[src/rtl/bernoulli_sampler_pkg.sv]
// Shared types and defaults for the Bernoulli sampling stage of the RBM datapath.
package bernoulli_sampler_pkg;

    localparam int DEFAULT_WIDTH = 8;
    localparam int DEFAULT_UNITS = 16;

    typedef enum logic {
        ST_COLLECT = 1'b0,
        ST_HOLD    = 1'b1
    } state_t;

    function automatic int count_width(input int units);
        return $clog2(units + 1);
    endfunction

endpackage

[src/rtl/bernoulli_sampler_if.sv]
// Probability input stream and sample-vector output stream of the sampler.
// Valid/ready: a beat transfers on a rising edge where valid and ready are both 1;
// the source holds its payload stable while valid=1 and ready=0.
interface bernoulli_sampler_if
    import bernoulli_sampler_pkg::*;
#(
    parameter int WIDTH = DEFAULT_WIDTH,
    parameter int UNITS = DEFAULT_UNITS
);
    localparam int CW = count_width(UNITS);

    logic             prob_valid;
    logic             prob_ready;
    logic [WIDTH-1:0] prob;
    logic             sample_valid;
    logic             sample_ready;
    logic [UNITS-1:0] sample_vec;
    logic [CW-1:0]    ones_count;

    // master: the surrounding datapath (probability source and vector sink).
    modport master (
        output prob_valid, prob, sample_ready,
        input  prob_ready, sample_valid, sample_vec, ones_count
    );

    // slave: the sampler itself.
    modport slave (
        input  prob_valid, prob, sample_ready,
        output prob_ready, sample_valid, sample_vec, ones_count
    );

endinterface

[src/rtl/bernoulli_sampler.sv]
// Turns a stream of UNITS probabilities into one vector of Bernoulli sample bits
// (bit = rnd < prob) plus its population count, handed off with valid/ready.
module bernoulli_sampler
    import bernoulli_sampler_pkg::*;
#(
    parameter int WIDTH = DEFAULT_WIDTH,
    parameter int UNITS = DEFAULT_UNITS
) (
    input  logic                     clk,
    input  logic                     reset,
    input  logic [WIDTH-1:0]         rnd,
    input  logic                     clear,
    bernoulli_sampler_if.slave       bus,
    output state_t                   state_dbg,
    output logic [$clog2(UNITS)-1:0] idx_dbg
);
    localparam int IW = $clog2(UNITS);
    localparam int CW = count_width(UNITS);
    localparam logic [IW-1:0] LAST_IDX = IW'(UNITS - 1);

    state_t           state_q;
    state_t           state_d;
    logic [IW-1:0]    idx_q;
    logic [UNITS-1:0] vec_q;
    logic [CW-1:0]    cnt_q;
    logic             accept;
    logic             sample_bit;

    assign accept     = (state_q == ST_COLLECT) && bus.prob_valid && !clear;
    assign sample_bit = (rnd < bus.prob);

    always_ff @(posedge clk or posedge reset) begin
        if (reset) begin
            state_q <= ST_COLLECT;
        end else begin
            state_q <= state_d;
        end
    end

    always_comb begin
        state_d = state_q;
        if (clear) begin
            state_d = ST_COLLECT;
        end else begin
            case (state_q)
                ST_COLLECT: if (accept && idx_q == LAST_IDX) state_d = ST_HOLD;
                ST_HOLD:    if (bus.sample_ready)           state_d = ST_COLLECT;
                default:                                    state_d = ST_COLLECT;
            endcase
        end
    end

    // Comparator result, index, vector and ones counter all advance together.
    always_ff @(posedge clk or posedge reset) begin
        if (reset) begin
            idx_q <= '0;
            vec_q <= '0;
            cnt_q <= '0;
        end else if (clear) begin
            idx_q <= '0;
            vec_q <= '0;
            cnt_q <= '0;
        end else if (accept) begin
            vec_q[idx_q] <= sample_bit;
            cnt_q        <= cnt_q + CW'(sample_bit);
            idx_q        <= (idx_q == LAST_IDX) ? '0 : idx_q + 1'b1;
        end else if (state_q == ST_HOLD && bus.sample_ready) begin
            vec_q <= '0;
            cnt_q <= '0;
        end
    end

    assign bus.prob_ready   = (state_q == ST_COLLECT);
    assign bus.sample_valid = (state_q == ST_HOLD);
    assign bus.sample_vec   = vec_q;
    assign bus.ones_count   = cnt_q;
    assign state_dbg        = state_q;
    assign idx_dbg          = idx_q;

endmodule

[src/flat_wrapper.sv]
// flat-port wrapper written by rule: the top's interface ports become plain ports
module bernoulli_sampler_flat import bernoulli_sampler_pkg::*;
#(
    parameter int WIDTH = DEFAULT_WIDTH,
    parameter int UNITS = DEFAULT_UNITS
)
  (clk, reset, rnd, clear, state_dbg, idx_dbg, bus_prob_valid, bus_prob, bus_sample_ready, bus_prob_ready, bus_sample_valid, bus_sample_vec, bus_ones_count);
  bernoulli_sampler_if #(.WIDTH(WIDTH), .UNITS(UNITS)) bus_i ();
  input  logic clk;
  input  logic reset;
  input  logic [WIDTH-1:0] rnd;
  input  logic clear;
  output state_t state_dbg;
  output logic [$clog2(UNITS)-1:0] idx_dbg;
  input wire logic [$bits(bus_i.prob_valid)-1:0] bus_prob_valid;
  input wire logic [$bits(bus_i.prob)-1:0] bus_prob;
  input wire logic [$bits(bus_i.sample_ready)-1:0] bus_sample_ready;
  output wire logic [$bits(bus_i.prob_ready)-1:0] bus_prob_ready;
  output wire logic [$bits(bus_i.sample_valid)-1:0] bus_sample_valid;
  output wire logic [$bits(bus_i.sample_vec)-1:0] bus_sample_vec;
  output wire logic [$bits(bus_i.ones_count)-1:0] bus_ones_count;
  assign bus_i.prob_valid = bus_prob_valid;
  assign bus_i.prob = bus_prob;
  assign bus_i.sample_ready = bus_sample_ready;
  assign bus_prob_ready = bus_i.prob_ready;
  assign bus_sample_valid = bus_i.sample_valid;
  assign bus_sample_vec = bus_i.sample_vec;
  assign bus_ones_count = bus_i.ones_count;
  bernoulli_sampler #(.WIDTH(WIDTH), .UNITS(UNITS)) u_core (.clk(clk), .reset(reset), .rnd(rnd), .clear(clear), .bus(bus_i), .state_dbg(state_dbg), .idx_dbg(idx_dbg));
endmodule
[config.mk]
export PLATFORM = sky130hd
export DESIGN_NAME = bernoulli_sampler_flat
export DESIGN_NICKNAME = d
export VERILOG_FILES = /design/src/rtl/bernoulli_sampler_pkg.sv /design/src/rtl/bernoulli_sampler_if.sv /design/src/rtl/bernoulli_sampler.sv /design/src/flat_wrapper.sv
export SDC_FILE = /design/constraint.sdc
export NUM_CORES = 1
export LEC_CHECK = 0
export ABC_AREA = 1
export BUFFER_PORTS_ARGS = -buffer_cell sky130_fd_sc_hd__buf_2
export CAP_MARGIN = 15
export CORE_MARGIN = 4
export CORE_UTILIZATION = 40
export DETAILED_ROUTE_END_ITERATION = 7
export PLACE_DENSITY = 0.69
export SETUP_SLACK_MARGIN = 0.5
export SYNTH_ARGS = -nofsm -noshare
export SYNTH_HDL_FRONTEND = slang
export SYNTH_SLANG_ARGS = --single-unit
[constraint.sdc]
create_clock -name clk -period 1.63 [get_ports clk]
set_input_delay 0.163 -clock clk [delete_from_list [all_inputs] [get_ports clk]]
set_output_delay 0.163 -clock clk [all_outputs]
set_load 0.1 [all_outputs]
Word-level counts from Yosys, hierarchy flattened
Index checks and enable logic that the tools add are counted.

Register bits after elaboration: 26. Input bits: 21. Output and inout bits: 28.

Add/subtract/negate cells: 2. Magnitude comparators: 3. Equal/unequal tests: 1. Multiplexer cells: 16. Bitwise gates (word level): 1. Reductions and logical operators: 8.

Operators with widths (number): 16-bit 2-to-1 mux (3); 16-bit bitwise mux (1); 5-bit 2-to-1 mux (3); 4-bit 2-to-1 mux (3); 8-bit less-than comparator (1); 5-bit by 1-bit adder with 5-bit output (1); 1-bit logical AND (5); 4-bit by 5-bit less-than comparator with 1-bit output, second input constant (1); 4-bit by 1-bit adder with 4-bit output, second input constant (1); 1-bit demux with 4-bit select (1); 4-bit equality test, second input constant (1); 4-bit by 1-bit greater-or-equal comparator with 1-bit output, second input constant (1); 1-bit 2-to-1 mux (4); 3-bit nonzero test (1); 1-bit case mux with 2 select lines (1); 2-bit nonzero test (1); 1-bit zero test (1); 1-bit inverter (1).

Depth between registers and ports, before layout
Gate-level depths: netlist of the first run.

Depth after elaboration: 7. Gate-level depth with buffers: 14. Depth with buffers taken out: 14.

Worst setup path before layout of the first run
OpenSTA, ideal clock, no wires.

Path type: reg-to-reg. Start: reg u_core.state_q (netlist: u_core.bus.sample_valid). End: reg u_core.vec_q[2] (netlist: u_core.bus.sample_vec[2]). Library setup time: 0.122 ns. Arrival time: 2.078 ns. Data required time: 1.508 ns. Path slack: -0.570 ns. Stages on the path, launching flop included: 9. Buffers on the path: 1. Period minus slack after synthesis: 2.200 ns. Cell sequence: dfrtp_1 inv_2 nand2_4 nor2_8 inv_4 buf_6 nor2_2 nand3_1 nand2_1.

Cells in the longest elaborated chain, start to end: 5. Elaborated cells between the ends (all ways): 7.

Ends and longest elaborated chain: start, declared (line bernoulli_sampler.sv:21) `state_t state_q;`; start signal, assigned (line bernoulli_sampler.sv:36) `state_q <= state_d;`; 1-bit inverter *; named net bus_prob_ready (line flat_wrapper.sv:18) `output wire logic [$bits(bus_i.prob_ready)-1:0] bus_prob_ready;`; 1-bit logical AND * (2 in series) (line bernoulli_sampler.sv:29) `assign accept = (state_q == ST_COLLECT) && bus.prob_valid && !clear;`; 16-bit 2-to-1 mux (line bernoulli_sampler.sv:63) `end else if (accept) begin`; 16-bit 2-to-1 mux (line bernoulli_sampler.sv:59) `end else if (clear) begin`; end signal, assigned by index (line bernoulli_sampler.sv:64) `vec_q[idx_q] <= sample_bit;`; end, declared (line bernoulli_sampler.sv:24) `logic [UNITS-1:0] vec_q;`.

Mark *: on every way through the listed nets, which the timed path passes. The rest lies on a longest branch. A chain may end at the register's enable or synchronous reset.

Worst setup path in the final report of the first run
Start: reg u_core.state_q (netlist: u_core.bus.sample_valid). End: reg u_core.idx_q[2] (netlist: u_core.idx_dbg[2]).

Cells in the longest elaborated chain, start to end: 4.

Ends and longest elaborated chain: 1-bit inverter (line bernoulli_sampler.sv:29); 1-bit logical AND (2 in series) (line bernoulli_sampler.sv:29); 2-bit nonzero test (no source line); end signal, assigned (line bernoulli_sampler.sv:66) `idx_q <= (idx_q == LAST_IDX) ? '0 : idx_q + 1'b1;`; end, declared (line bernoulli_sampler.sv:23) `logic [IW-1:0] idx_q;`.

No other way between the ends.

==> results.sh, run 1 <==
export IMPL_antenna_found_initial=0
export IMPL_cts_tree="yes"
export IMPL_synth_area_in_simple_gates_pct=31.29
export IMPL_number_of_synthesized_flops_with_an_enable_pin=0
export IMPL_syn_num_nets=243
export IMPL_post_route_util_pct=70.85
export IMPL_internal_power_uw=1080
export IMPL_instances_no_fill=326
export IMPL_ant_nets=0
export IMPL_netSwitchingFraction_pct=33.79
export IMPL_synth_top_cell_area_share_pct=39.39
export IMPL_final_min_period_over_clock_period_pct=84.75
export IMPL_design_portCount=49
export IMPL_tritoncts_num_buffers=3
export IMPL_clk_latency_ns=0.27
export IMPL_power_share_sequential_pct=42.0
export IMPL_setup_tns_final_ns=0
export IMPL_setup_worst_path_start="u_core.bus.sample_valid"
export IMPL_die_y_microns=72.26
export IMPL_placement_rows=23
export IMPL_count_of_yosys_warnings_during_synthesis=0
export IMPL_io_buffer_count=48
export IMPL_insertedDiodeCount=0
export IMPL_design_final_nets=311
export IMPL_post_synth_inst_count=209
export IMPL_cp_data_arrival_time_ns=1.58
export IMPL_clock_fmax_ghz=0.7239
export IMPL_detailedPlacementHpwl_microns=2878
export IMPL_number_of_setup_violations_in_the_final_report=0
export IMPL_worstPathRequired_ns=1.83
export IMPL_final_design_area_no_fill_sq_mm=0.002834
export IMPL_timing_final_crit_period_ns=1.381
export IMPL_grtUsageTotal_pct=17.41
export IMPL_rr_startpoint="u_core.bus.sample_valid"
export IMPL_finalHoldViolCount=15
export IMPL_clkSlewWorstSetupHoldPaths_ns=0.09
export IMPL_detailedRoute_firstPassIterationCount=4
export IMPL_post_synth_mux_area_share_pct=0
export IMPL_synth_top_area_cells="dfrtp_1 (39%), nand2_1 (14%), ha_1 (9.8%)"
export IMPL_ys_dominant_reg_cell="dfrtp_1"
export IMPL_grt_pass1_vias=1586
export IMPL_status="finished, violations left"
export IMPL_synth_cells_most_frequent="nand2_1 (62), dfrtp_1 (26), nand3_1 (24)"
export IMPL_slew_headroom_pct=53.17
export IMPL_dpl_instance_area_sq_mm=0.002113
export IMPL_grt_overflow_total=0
export IMPL_grt_pass1_wl_microns=7300
export IMPL_reg2reg_depth=7
export IMPL_crit_type="flip-flop to flip-flop"
export IMPL_place_inst=304
export IMPL_yosysSeqAreaShare_pct=39.39
export IMPL_netlist_cell_types=23
export IMPL_cts_path_max_buffers=2
export IMPL_root_buffer="clkbuf_8"
export IMPL_timing_worst_slew_pin_value_ns=0.7016
export IMPL_net_switching_power_uw=551.0
export IMPL_viasPerCell=5.282
export IMPL_clock_share_of_power_pct=26.0
export IMPL_worst_hold_path_type="primary input to async pin"
export IMPL_gp_routability_congestion=0.8495
export IMPL_post_drt_wl_per_cell_microns=14.99
export IMPL_asyncSetResetFlopFracSynth_pct=100.0
export IMPL_synthesis_area_sq_mm=0.001652
export IMPL_cts_hold_buffers_added=0
export IMPL_synth_largest_area_cell="dfrtp_1"
export IMPL_cp_start_kind="flip-flop"
export IMPL_synth_top_family_by_area="simple AND/OR/NAND/NOR gates"
export IMPL_power_static_leakage_uw=0.001291
export IMPL_max_cap_viol_count=0
export IMPL_irDropWorstVdd_mv=0.3425
export IMPL_drt_iter0_drc=124
export IMPL_drc=0
export IMPL_synthMostInstantiatedCell="nand2_1"
export IMPL_die_area_sq_mm=0.005221
export IMPL_violations="hold timing"
export IMPL_synthXorXnorAreaFrac_pct=1.061
export IMPL_cts_max_level=1
export IMPL_coreArea_sq_mm=0.004000
export IMPL_timing_hold_ws_ns=-0.01705
export IMPL_clock_skew_final_ns=0.003425
export IMPL_power_density_mw_per_mm2=575.4
export IMPL_crit_path_end_kind="flip-flop"
export IMPL_layout_drive_gt1_share_pct=59.06
export IMPL_die_x_microns=72.26
export IMPL_fraction_of_the_mapped_netlist_area_in_adder_cells_pct=9.848
export IMPL_floorplan_initialDensity_pct=41.29
export IMPL_syn_avg_cell_area_sq_um=7.902
export IMPL_grt_max_degree=20
export IMPL_yosys_register_bits=26
export IMPL_slew_viol_final=0
export IMPL_crit_fanout=8
export IMPL_clock_sinks=26
export IMPL_vias=1722
export IMPL_area_growth_pct=71.59
export IMPL_power_frac_comb_pct=32.0
export IMPL_grt_setup_unrepaired="yes"
export IMPL_compound_gate_portion_of_the_synthesized_area_pct=9.924
export IMPL_postRouteWirelength_microns=4886
==> placed cells by master (no fill, tap or decap) <==
master	synthesis	final
buf_4	4	20
nand2_2	0	12
inv_4	1	5
o22ai_2	0	1
ha_4	0	11
buf_8	0	1
o211ai_1	13	13
nor2_2	11	8
dfrtp_4	0	4
nand3_2	0	12
inv_12	0	1
buf_12	0	6
dfrtp_1	26	18
clkbuf_8	0	4
buf_6	2	27
ha_1	13	1
inv_6	0	1
inv_1	18	10
nor2_1	14	6
o21a_1	2	1
inv_8	0	3
o21ai_2	0	3
nor2_4	0	11
nand2_4	1	2
nand3_1	24	12
nor2_8	1	1
a21oi_1	5	1
and2_4	0	1
o21ai_1	1	1
nor3_2	0	1
nand2_8	0	2
o21a_2	0	1
dfrtp_2	0	4
buf_2	2	14
inv_2	1	2
nand2_1	62	48
a21oi_2	0	4
ha_2	0	1
xor2_1	2	2
==> logic make-up (layout without fill, tap and decap cells) <==
logic type                 count (synthesis)  after routing
buffers and inverters                     28             94
and+or+nand+nor                          115            116
DFF                                       26             26
xor gates and xnor gates                   2              2
adders and majority gates                 13             13
AOI/OAI and AO/OA                         25             25
==> final cells by class <==
type	instances	area, sq um
Fill cell	289	1166
Multi-Input combinational cell	156	1251
Inverter	20	117.6
Clock buffer	4	55.05
Timing Repair Buffer	68	659.4
Timing Repair inverter	2	17.52
Tap cell	50	62.56
Sequential cell	26	670.6
==> stage by stage <==
step                      power, uW  setup WS, ns
final                          1631        0.2485
after global placement         1056      -0.08373
after floorplan               975.8       0.02840
after detailed placement       1061       -0.1107
after CTS                      1581        0.2469
after global routing           1692        0.1445
==> layer usage <==
layer,track usage [%],wire length [microns]
met1,23.04,1906
met2,30.43,2515
met3,1.939,368
met4,3.967,95
met5,0,0
==> registers in the layout, summed over array words and instances, names as in the netlist <==
register,count
u_core.idx_dbg,4
u_core.bus.sample_valid,1
u_core.bus.sample_vec,16
u_core.bus.ones_count,5
==> worst paths after layout <==
kind | to | slack (ns)
worst max-delay path | u_core.idx_dbg[2] | 0.25
max in group asynchronous | u_core.bus.sample_vec[9] | 1.09
worst min register to register | u_core.bus.sample_vec[0] | 0.50
worst max register to register | u_core.idx_dbg[2] | 0.25
min in group clk | u_core.bus.ones_count[3] | 0.33
worst min-delay path | u_core.bus.ones_count[3] | -0.02
==> critical path: stages, from the launching register on <==
cell and delay, ns:
dfrtp_4 0.55, inv_12 0.09, nand2_8 0.07, buf_6 0.13
buf_8 0.13, o21ai_2 0.13, nand2_1 0.07, nor2_1 0.13
==> power by group through the flow <==
stage          combinational (uW)  sequential, uW  clock [uW]
2_1_floorplan                 183             792           0
3_3_place_gp                  366             691           0
3_5_place_dp                  370             691           0
4_1_cts                       466             680         435
5_1_grt                       556             686         450
6_report                      522             684         424
==> repair_timing <==
action,4_1_cts,5_1_grt
gates cloned,2,1
pin swaps,23,32
setup endpoints to repair,54,42
setup buffers,9,6
resized for setup,75,63
(Power assumes the default switching activity.)
==> inputs of run 2 (changes only) <==
==> constraint.sdc (replaced) <==
create_clock -name clk -period 1.3 [get_ports clk]
set_input_delay 0.13 -clock clk [delete_from_list [all_inputs] [get_ports clk]]
set_output_delay 0.13 -clock clk [all_outputs]
set_load 0.1 [all_outputs]
==> run 2 against run 1 <==
The flow finishes with violations (setup timing). Clock-buffer cell count fell by 1. Maximum frequency decreased by 6.1%. First-iteration DRC count grew 27%. Combinational power rose by 44%.
==> results.sh, run 2 (synthesized netlist as in run 1, its figures left out) <==
export IMPL_cts_tree="yes"
export IMPL_drc=0
export IMPL_rrSetupSlack_ns=-0.17
export IMPL_layout_cells_most_common_list="nand2_1 (45), buf_12 (30), buf_4 (24)"
export IMPL_mostFrequentLayoutCell="nand2_1"
export IMPL_worst_hold_path_type="primary input to flip-flop"
export IMPL_timing_critical_path_depth=6
export IMPL_power_static_leakage_uw=0.001451
export IMPL_grt_setup_unrepaired="yes"
export IMPL_crit_path_cell_trace="inv_12 -> nand2_8 -> buf_4 -> buf_8 -> o211ai_1 -> nand2_1"
export IMPL_rr_startpoint="u_core.bus.sample_valid"
export IMPL_cp_start_kind="flip-flop"
export IMPL_timing_final_crit_period_ns=1.472
export IMPL_tritoncts_num_buffers=3
export IMPL_endpoint="u_core.bus.sample_vec[9]"
export IMPL_setup_tns_final_ns=-1.075
export IMPL_post_drt_wl_per_cell_microns=16.06
export IMPL_slew_viol_final=0
export IMPL_cp_data_arrival_time_ns=1.62
export IMPL_antenna_found_initial=0
export IMPL_insertedDiodeCount=0
export IMPL_violations="setup timing"
export IMPL_layout_filler_cells=190
export IMPL_irDropWorstVdd_mv=0.9470
export IMPL_total_power_uw=2299
export IMPL_clock_fmax_ghz=0.6795
export IMPL_cp_buffers_inverters=3
export IMPL_crit_type="flip-flop to flip-flop"
export IMPL_worstPathRequired_ns=1.45
export IMPL_die_area_sq_mm=0.005221
export IMPL_io_buffer_count=48
export IMPL_viasPerCell=5.272
export IMPL_grt_pass1_wl_microns=8390
export IMPL_postRouteWirelength_microns=5539
export IMPL_grt_overflow_total=0
export IMPL_finalHoldViolCount=0
export IMPL_detailedPlacementHpwl_microns=3031
export IMPL_area_growth_pct=102.3
export IMPL_root_buffer="clkbuf_8"
export IMPL_grtUsageTotal_pct=20.26
export IMPL_status="finished, violations left"
export IMPL_grt_max_degree=27
export IMPL_placement_rows=23
export IMPL_critPathTopFamily="flip-flops"
export IMPL_design_portCount=49
export IMPL_die_y_microns=72.26
export IMPL_clock_sinks=26
export IMPL_largest_reg_flops=16
export IMPL_crit_path_end_kind="flip-flop"
export IMPL_dp_worst_setup_slack_ns=-0.4429
export IMPL_ant_nets=0
export IMPL_cell_with_the_biggest_individual_delay_on_the_critical_path="dfrtp_4"
export IMPL_clock_skew_final_ns=0.006119
export IMPL_design_final_nets=330
export IMPL_floorplan_initialDensity_pct=41.29
export IMPL_setup_slack_ns=-0.1717
export IMPL_drt_iter0_drc=157
export IMPL_number_of_cells_on_the_worst_hold_path=4
export IMPL_cts_max_level=1
export IMPL_clkSlewWorstSetupHoldPaths_ns=0.09
export IMPL_gp_routability_congestion=0.9095
export IMPL_power_density_mw_per_mm2=687.9
export IMPL_grt_pass1_vias=1780
export IMPL_r2r_end="u_core.bus.sample_vec[9]"
export IMPL_timing_worst_slew_pin_value_ns=0.2690
export IMPL_reg2reg_depth=6
export IMPL_setup_worst_path_start="u_core.bus.sample_valid"
export IMPL_final_min_period_over_clock_period_pct=113.2
export IMPL_layout_drive_gt1_share_pct=69.49
export IMPL_slowest_delay_ns=0.54
export IMPL_crit_fanout=12
export IMPL_die_x_microns=72.26
export IMPL_coreArea_sq_mm=0.004000
export IMPL_vias=1819
export IMPL_clk_latency_ns=0.28
export IMPL_detailedRoute_firstPassIterationCount=4
export IMPL_cts_path_max_buffers=2
export IMPL_number_of_setup_violations_in_the_final_report=24
export IMPL_max_cap_viol_count=0
export IMPL_slew_headroom_pct=82.01
[run 2: per-layer routing]
layer,up-vias,global-route usage [%],routed length [microns],share of wire [%]
met3,12,3.740,330,6.0
met2,71,36.30,3066,55
met1,881,25.04,2037,37
li1,855,-,-,-
met5,-,0,0,0
met4,0,4.802,104,1.9
[run 2: timing repair]
| action | CTS | global route |
|---|---|---|
| resized for setup | 129 | 43 |
| cloned | 2 | 0 |
| setup buffers | 19 | 9 |
| pin swaps | 22 | 24 |
| hold buffers | 1 | 0 |
| hold endpoints to repair | 26 | 0 |
| setup endpoints to repair | 54 | 80 |
[run 2: worst reg2reg max path: cells and delay by family, from the launching register on]
kind | cells | cell delay [ns]
compound gates | 1 | 0.27
buf+inv | 3 | 0.36
flops | 1 | 0.54
simple gates | 2 | 0.18
[run 2: power by group]
group          leakage [uW]  internal, uW  switching [uW]
Sequential         0.000315           832            33.7
Combinational       0.00110           322             430
Clock             0.0000357           413             268
[run 2: final cells by class]
cell class                 count  area, sq um  area share (%)
multi-input combinational    155         1272           38.08
timing repair buffer          88         1092           32.68
clock buffer                   3        41.29           1.235
clock inverter                 1        30.03          0.8985
tap                           50        62.56           1.872
timing repair inverter         2        27.53          0.8237
sequential                    26        703.2           21.04
inverter                      20        112.6           3.370
[run 2: through the flow]
step / hold WS [ns] / std cells / utilization (%) / cell area, sq um
2_1_floorplan: 0.1689 / 209 / - / 1887
5_1_grt: 0.3155 / 345 / 83.55 / 3342
3_3_place_gp: 0.2017 / 310 / 58.27 / 2331
4_1_cts: 0.2526 / 336 / 77.76 / 3110
3_5_place_dp: 0.2098 / 310 / 58.27 / 2331
6_report: 0.2802 / 345 / 83.55 / 3342
[run 2: worst min-delay path by stage]
| stage | start | slack [ns] | endpoint |
|---|---|---|---|
| after floorplan | reset | 0.17 | u_core.bus.ones_count[1] |
| after global placement | reset | 0.20 | u_core.bus.ones_count[3] |
| after detailed placement | reset | 0.21 | u_core.bus.ones_count[3] |
| after CTS | clear | 0.25 | u_core.idx_dbg[2] |
| after global routing | clear | 0.32 | u_core.idx_dbg[2] |
| final | clear | 0.28 | u_core.idx_dbg[2] |
